## src/rtl/fifo_pkg.sv

```systemverilog
`default_nettype none
// +--------------------------------------------------------------------+
// | fifo_pkg : shared defaults and fill-state encoding for the FIFO     |
// | Rev 1.0                                                             |
// +--------------------------------------------------------------------+
package fifo_pkg;

   localparam int c_data_width_def = 10;
   localparam int c_addr_width_def = 3;

   typedef enum logic [1:0] {
      EMPTY   = 2'd0,
      PARTIAL = 2'd1,
      FULL    = 2'd2
   } fill_state_t;

endpackage : fifo_pkg
`default_nettype wire

```

## src/rtl/fifo_mem.sv

```systemverilog
`default_nettype none
// +--------------------------------------------------------------------+
// | fifo_mem : DEPTH x DATA_WIDTH dual-port RAM, sync write/async read  |
// | Rev 1.0                                                             |
// +--------------------------------------------------------------------+
module fifo_mem
   import fifo_pkg::*;
#(
   parameter int DATA_WIDTH = c_data_width_def,
   parameter int ADDR_WIDTH = c_addr_width_def
) (
   input  logic                  clk,
   input  logic                  wr_en,
   input  logic [ADDR_WIDTH-1:0] wr_addr,
   input  logic [DATA_WIDTH-1:0] wr_data,
   input  logic [ADDR_WIDTH-1:0] rd_addr,
   output logic [DATA_WIDTH-1:0] rd_data
);

   localparam int c_depth = 2 ** ADDR_WIDTH;

   logic [DATA_WIDTH-1:0] r_mem [0:c_depth-1];

   // Contents are never reset; the pointers decide what is valid.
   always_ff @(posedge clk) begin
      if (wr_en) begin
         r_mem[wr_addr] <= wr_data;
      end
   end

   assign rd_data = r_mem[rd_addr];

endmodule : fifo_mem
`default_nettype wire

```

## src/rtl/fifo_flow_ctrl.sv

```systemverilog
`default_nettype none
// +--------------------------------------------------------------------+
// | fifo_flow_ctrl : synchronous FIFO with occupancy, thresholds and    |
// |                  sticky overflow/underflow flags                    |
// | Rev 1.0                                                             |
// +--------------------------------------------------------------------+
module fifo_flow_ctrl
   import fifo_pkg::*;
#(
   parameter int DATA_WIDTH = c_data_width_def,
   parameter int ADDR_WIDTH = c_addr_width_def
) (
   input  logic                  clk,
   input  logic                  reset,
   input  logic                  push,
   input  logic                  pop,
   input  logic [DATA_WIDTH-1:0] data_in,
   input  logic [ADDR_WIDTH:0]   thr_af,
   input  logic [ADDR_WIDTH:0]   thr_ae,
   output logic [DATA_WIDTH-1:0] data_out,
   output logic                  valid_out,
   output logic [ADDR_WIDTH:0]   count,
   output logic                  full,
   output logic                  empty,
   output logic                  almost_full,
   output logic                  almost_empty,
   output logic                  overflow_err,
   output logic                  underflow_err
);

   localparam logic [ADDR_WIDTH:0] c_depth = {1'b1, {ADDR_WIDTH{1'b0}}};

   logic [ADDR_WIDTH-1:0] r_wr_ptr;
   logic [ADDR_WIDTH-1:0] r_rd_ptr;
   logic [ADDR_WIDTH:0]   r_count;
   logic [ADDR_WIDTH:0]   w_count_nxt;
   logic [DATA_WIDTH-1:0] r_data_out;
   logic [DATA_WIDTH-1:0] w_rd_data;
   logic                  r_valid;
   logic                  r_ovf;
   logic                  r_unf;
   logic                  w_full;
   logic                  w_empty;
   logic                  w_push_acc;
   logic                  w_pop_acc;
   fill_state_t           r_state;
   fill_state_t           w_state_nxt;

   // A full FIFO still accepts a push when a pop frees a slot on the same edge.
   assign w_push_acc = push && (!w_full || pop);
   assign w_pop_acc  = pop && !w_empty;

   fifo_mem #(
      .DATA_WIDTH (DATA_WIDTH),
      .ADDR_WIDTH (ADDR_WIDTH)
   ) u_mem (
      .clk     (clk),
      .wr_en   (w_push_acc),
      .wr_addr (r_wr_ptr),
      .wr_data (data_in),
      .rd_addr (r_rd_ptr),
      .rd_data (w_rd_data)
   );

   always_comb begin
      w_count_nxt = r_count;
      if (w_push_acc && !w_pop_acc) begin
         w_count_nxt = r_count + 1'b1;
      end else if (!w_push_acc && w_pop_acc) begin
         w_count_nxt = r_count - 1'b1;
      end
   end

   always_comb begin
      w_state_nxt = r_state;
      case (r_state)
         EMPTY: begin
            if (w_push_acc) begin
               w_state_nxt = (w_count_nxt == c_depth) ? FULL : PARTIAL;
            end
         end
         PARTIAL: begin
            if (w_count_nxt == c_depth) begin
               w_state_nxt = FULL;
            end else if (w_count_nxt == '0) begin
               w_state_nxt = EMPTY;
            end
         end
         FULL: begin
            if (w_pop_acc && !w_push_acc) begin
               w_state_nxt = (w_count_nxt == '0) ? EMPTY : PARTIAL;
            end
         end
         default: w_state_nxt = EMPTY;
      endcase
   end

   always_ff @(posedge clk) begin
      if (!reset) begin
         r_state    <= EMPTY;
         r_wr_ptr   <= '0;
         r_rd_ptr   <= '0;
         r_count    <= '0;
         r_data_out <= '0;
         r_valid    <= 1'b0;
         r_ovf      <= 1'b0;
         r_unf      <= 1'b0;
      end else begin
         r_state <= w_state_nxt;
         r_count <= w_count_nxt;
         r_valid <= w_pop_acc;
         if (w_push_acc) begin
            r_wr_ptr <= r_wr_ptr + 1'b1;
         end
         if (w_pop_acc) begin
            r_rd_ptr   <= r_rd_ptr + 1'b1;
            r_data_out <= w_rd_data;
         end
         if (push && w_full && !pop) begin
            r_ovf <= 1'b1;
         end
         if (pop && w_empty) begin
            r_unf <= 1'b1;
         end
      end
   end

   assign w_full        = (r_state == FULL);
   assign w_empty       = (r_state == EMPTY);
   assign full          = w_full;
   assign empty         = w_empty;
   assign count         = r_count;
   assign data_out      = r_data_out;
   assign valid_out     = r_valid;
   assign overflow_err  = r_ovf;
   assign underflow_err = r_unf;
   assign almost_full   = (r_count >= thr_af);
   assign almost_empty  = (r_count <= thr_ae);

endmodule : fifo_flow_ctrl
`default_nettype wire

```

## config.mk

```make
export PLATFORM = sky130hd
export DESIGN_NAME = fifo_flow_ctrl
export DESIGN_NICKNAME = d
export VERILOG_FILES = /design/src/rtl/fifo_pkg.sv /design/src/rtl/fifo_mem.sv /design/src/rtl/fifo_flow_ctrl.sv
export SDC_FILE = /design/constraint.sdc
export NUM_CORES = 1
export LEC_CHECK = 0
export ABC_AREA = 0
export BUFFER_PORTS_ARGS = -buffer_cell sky130_fd_sc_hd__buf_2
export CORE_MARGIN = 2
export CORE_UTILIZATION = 45
export CTS_CLUSTER_DIAMETER = 60
export DETAILED_ROUTE_END_ITERATION = 10
export PLACE_DENSITY = 0.66
export SLEW_MARGIN = 10
export SYNTH_ARGS = -nofsm -noshare
export SYNTH_HDL_FRONTEND = slang
export SYNTH_HIERARCHICAL = 1
export SYNTH_SLANG_ARGS = --single-unit
```

## constraint.sdc

```tcl
create_clock -name clk -period 2.21 [get_ports clk]
set_input_delay 0.221 -clock clk [delete_from_list [all_inputs] [get_ports clk]]
set_output_delay 0.221 -clock clk [all_outputs]
set_load 0.03 [all_outputs]
```

==> flow_summary.toml, run 1 <==
[pwr]
finalPower_w = 0.00405
power.density_mw_per_mm2 = 789
power_leakage_nw = 1.90
ir_drop_mv = 0.412

[min_path]
min_from = "data_in[1]"
hold_path_end = "u_mem/r_mem[5][1]"
min_path_cells = 1
min_path_type = "in2reg"

[critical_path]
r2r_setup_slack_ns = 0.27
cp-start-kind = "flop"
rr_worst_depth = 6
crit_family = "flip-flops"
crit_fanout = 10
cp_slowest_stage_delay_ns = 0.39
cp_slowest_cell = "dfxtp_4"
crit_chain = "ha_1 -> nor2b_1 -> o21ai_0 -> nand2b_1 -> a21oi_1 -> a41o_1 -> buf_2"
reg2reg_from = "r_state[0]"
path_buf_inv = 1
cp.required_ns = 1.99
arrival_ns = 1.80
r2r-end = "u_mem/r_mem[5][0]"
crit_type = "reg2out"
cp-end-kind = "output pin"

[sta]
finalCriticalPeriod_ns = 2.02
setup_viol = 0
rsz0062_at_grt = "false"
fin_skew_ns = 0.0123
tns_ns = 0
slew_headroom_pct = 62.8
max_freq_ghz = 0.494
finalHoldViolCount = 0
worst_pin_slew_ns = 0.557
hold_slack_ns = 0.130
period_share_pct = 91.5
slew_viol_final = 0

[synthesis]
synth_edf_count = 80
yosysSeqAreaShare_pct = 63.8
synth_flop_cell = "edfxtp_1"
syn_avg_cell_area_sq_um = 15.6
synthesis.nets = 326
async_flop_share_pct = 0
synth_top_cells_by_area = "edfxtp_1 53%, mux4_1 12%, dfxtp_1 11%, ha_1 3.3%, mux2_2 2.5%"
netlist_instances = 292
synth_top_cell_area_share_pct = 52.8
syn-cell-area_sq_mm = 0.00455
ys_warn_count = 6
yosysTopAreaCell = "edfxtp_1"
yosys_register_bits = 105
yosysUniqueCellTypes = 42

[status]
status = "finished clean"

[final_layout]
layout_common_cells = "80 x edfxtp_1, 42 x buf_2, 30 x nand2_1"
utilization_pct = 52.5
drive_above_1_share_pct = 25.2
diodes = 0
final_common_cell = "edfxtp_1"
fin_cells = 482
syn_to_final_growth_pct = 12.8
nets = 379

[clock_tree]
cts_resized = 1
htreeDepth = 3
post_cts_buffers = 0
clockRootBuffer = "clkbuf_8"
clock_latency_ns = 0.36
numClockSinks = 105
clk_path_buf_depth = 2
postCtsHoldBufs = 0
cts_buffers = 9
cts_tree = "done"
clk_pin_slew_ns = 0.11

[die]
start_util_pct = 46.6
die_x_um = 105
die_h_um = 105
dieArea_sq_mm = 0.0109
fp-row-count = 36
coreArea_sq_mm = 0.00977
ios = 43

[drt]
drc = 0
viasPerCell = 5.18
wl_per_cell_um = 17.1
ant_nets = 0
wl_mm = 8.23
drtPass1Iterations = 4
drt-initial-drc-count = 125
vias = 2496

[grt]
grt_pass1_vias = 2501
grt_max_degree = 26
grt_first_pass_wirelength_mm = 13.1
grt.total_usage_pct = 15.8
antenna_found_initial = 0
grt-ovfl-total = 0

[place]
place_hpwl_mm = 5.59
gp_congestion = 0.820
place_inst = 467
port_buffers = 42

[flow_run]
maxCapViolCount = 0
==> worst max-delay path by stage <==
| stage | depth (start not counted) | endpoint | startpoint | slack [ns] |
|---|---|---|---|---|
| after floorplan | 6 | u_mem/r_mem[0][0] | r_state[0] | 0.06 |
| final | 7 | almost_empty | count[1] | 0.19 |
| after CTS | 8 | almost_full | count[0] | 0.06 |
| after global routing | 7 | almost_empty | count[1] | 0.04 |
| after detailed placement | 6 | u_mem/r_mem[5][1] | r_state[0] | 0.35 |
| after global placement | 6 | u_mem/r_mem[5][1] | r_state[0] | 0.43 |
==> per-stage QoR <==
step                      area, sq um  setup WS [ns]
after floorplan                  4550         0.0648
after global placement           4950          0.427
after detailed placement         4950          0.346
after CTS                        5130         0.0553
after global routing             5130         0.0404
final                            5130          0.187
==> worst register-to-register path: cells and delay by family, from the launching register on <==
kind	cells	cell delay (ns)
DFF	1	0.54
and+or+nand+nor	5	0.88
buffers and inverters	1	0.22
==> state kept, by name, indices dropped and copies added, names as in the netlist <==
register and count:
overflow_err 1, u_mem/r_mem 80, data_out 10, r_state 2, r_rd_ptr 3, count 4
underflow_err 1, valid_out 1, r_wr_ptr 3
==> cells by family after synthesis <==
family	count (synthesis)	share of synthesized area (%)
mux	31	14.2
xor+xnor	9	1.73
simple gates	78	8.77
fa+ha+maj	12	3.30
flops	105	63.8
buf+inv	24	2.80
compound gates	33	5.36
==> power breakdown <==
group          internal [W]  switching, W
combinational      0.000303      0.000392
clock              0.000427      0.000644
sequential          0.00221     0.0000709
total               0.00294       0.00111
==> per-layer routing <==
layer	part of all wire [%]	track usage [%]	vias to the layer above
li1	-	-	1206
met1	45	20.5	1219
met2	49	26.3	60
met3	4.3	3.68	11
met4	1.6	5.31	0
met5	0	0	-
==> Yosys cell counts, types with 6 or more instances <==
cell type  number
mux4_1         20
nand2_1        30
and2_1          6
nor2_1         12
inv_1           9
a21boi_0       12
dfxtp_1        25
ha_1           12
nor2b_1         9
nand2b_1        8
edfxtp_1       80
mux2_2         10
==> final cells by class <==
| cell class | count | area (sq um) |
|---|---|---|
| fill | 839 | 4640 |
| sequential | 105 | 2910 |
| multi-input combinational | 163 | 1520 |
| timing repair buffer | 55 | 320 |
| tap | 133 | 166 |
| clock buffer | 10 | 128 |
| clock inverter | 5 | 46.3 |
| inverter | 11 | 41.3 |
No activity file was read; power rests on OpenSTA's default activity.
==> run 2, diff against run 1 <==
Settings changed: ABC_CLOCK_PERIOD_IN_PS set to 2200, CORE_UTILIZATION 45 to 40, PLACE_DENSITY 0.66 to not set.
Clock period 2.21 ns to 2.2 ns, I/O delays scaled along.
==> run 2 against run 1 <==
Against the previous run:
- routed wire length decreased by 0.17%
- core utilization decreased by 4.7 points
- global-route usage decreased by 1.8 points
- hold slack improved by 0.022 ns
- sequential share of layout area decreased by 1.3 points
- final area increased by 2.2%
- non-clock buffer count decreased by 1
- clock skew decreased by 0.0036 ns
- register-to-register slack improved by 0.11 ns
- clock power increased by 48%
- die area increased by 12%
- via count increased by 0.16%
- critical endpoint unchanged
- largest power group unchanged
==> flow_summary.toml, run 2 (same netlist as run 1, synthesis figures left out) <==
[pwr]
power.density_mw_per_mm2 = 869
power.switching_w = 0.00114
pwr-share-comb_pct = 15.2
pwr-share-seq_pct = 50.2
finalPower_w = 0.00456
swShare_pct = 25.1
clkPwrFrac_pct = 34.6
intPower_w = 0.00342
ir_drop_mv = 0.340
power_leakage_nw = 1.94

[clock_tree]
post_cts_buffers = 0
cts_tree = "done"
numClockSinks = 105
cts_resized = 1
clk_pin_slew_ns = 0.07
htreeDepth = 3
cts_buffers = 9
clockRootBuffer = "clkbuf_16"
postCtsHoldBufs = 0
clock_latency_ns = 0.34
clk_path_buf_depth = 2

[place]
gp_congestion = 0.808
place_area_sq_mm = 0.00495
port_buffers = 42
place_inst = 473
place_hpwl_mm = 5.37
place_ws_ns = 0.373

[final_layout]
layout_common_cells = "80 x edfxtp_1, 42 x buf_2, 30 x nand2_1"
fin_cells = 489
syn_to_final_growth_pct = 15.3
final_common_cell = "edfxtp_1"
largest_reg_flops = 80
nFillCells = 937
drive_above_1_share_pct = 24.4
nets = 378
diodes = 0
largest_register = "u_mem/r_mem"
design_area_sq_mm = 0.00525

[die]
start_util_pct = 41.4
dieArea_sq_mm = 0.0122
die_x_um = 111
coreArea_sq_mm = 0.0110
ios = 43
die_h_um = 111
fp-row-count = 38

[drt]
drtPass1Iterations = 5
vias = 2500
drc = 0
viasPerCell = 5.11
wl_mm = 8.21
ant_nets = 0
wl_per_cell_um = 16.8
drt-initial-drc-count = 190

[sta]
worst_pin_slew_ns = 0.546
setup_viol = 0
finalCriticalPeriod_ns = 2.08
slew_viol_final = 0
timing.final.ws_setup_ns = 0.125
fin_skew_ns = 0.00867
finalHoldViolCount = 0
slew_headroom_pct = 63.6
period_share_pct = 94.3
rsz0062_at_grt = "false"
tns_ns = 0
max_freq_ghz = 0.482

[grt]
grt.total_usage_pct = 14.0
grt-ovfl-total = 0
grt_first_pass_wirelength_mm = 13.4
antenna_found_initial = 0
grt_pass1_vias = 2488
grt_max_degree = 26

[critical_path]
cp_slowest_cell = "dfxtp_2"
cp_slowest_stage_delay_ns = 0.42
crit_chain = "ha_1 -> nor2b_1 -> o21ai_0 -> nand2b_1 -> a21oi_1 -> a41o_1 -> buf_2"
cp-start-kind = "flop"
path_buf_inv = 1
cp-end-kind = "output pin"
crit_family = "flip-flops"
arrival_ns = 1.86
crit_fanout = 10
cp.required_ns = 1.98
crit_type = "reg2out"

[status]
status = "finished clean"

[min_path]
min_path_type = "in2reg"

[flow_run]
maxCapViolCount = 0
run 2: area by class of cell:
class / instances / area (sq um) / area share [%]
Clock buffer: 11 / 233 / 4.43
Clock inverter: 5 / 60.1 / 1.14
Inverter: 11 / 41.3 / 0.787
Multi-Input combinational cell: 163 / 1520 / 29.0
Sequential cell: 105 / 2910 / 55.4
Tap cell: 140 / 175 / 3.34
Timing Repair Buffer: 54 / 313 / 5.96
run 2: power groups by stage:
| stage | logic, W | clock network, W | registers [W] |
|---|---|---|---|
| global placement | 0.000686 | 0 | 0.00233 |
| global route | 0.000766 | 0.00169 | 0.00230 |
| finish | 0.000693 | 0.00158 | 0.00229 |
| detailed placement | 0.000693 | 0 | 0.00233 |
| floorplan | 0.000460 | 0 | 0.00238 |
| CTS | 0.000699 | 0.00162 | 0.00229 |
run 2: routing by layer:
metal,vias up,track usage [%],wire length (um)
li1,1210,-,-
met1,1240,19.8,4070
met2,42,21.2,3740
met3,8,3.77,309
met4,0,4.25,91
met5,-,0,0
run 2: stage by stage:
step | hold slack [ns] | utilization [%]
finish | 0.152 | 47.8
global route | 0.155 | 47.8
CTS | 0.146 | 47.8
detailed placement | 0.455 | 45.1
global placement | 0.450 | 45.1
floorplan | 0.319 | -
run 2: final timing paths:
kind	from	end	slack, ns	cells past startpoint
max reg2reg	r_state[0]	u_mem/r_mem[4][0]	0.38	6
min reg2reg	data_out[9]	data_out[9]	0.46	2
min	data_in[2]	u_mem/r_mem[5][2]	0.15	1
max	count[1]	almost_empty	0.12	7
run 2: worst register-to-register path, delay by kind of cell (launching register included):
family	cells	cell delay, ns
buffers and inverters	1	0.24
DFF	1	0.52
and+or+nand+nor	5	0.77
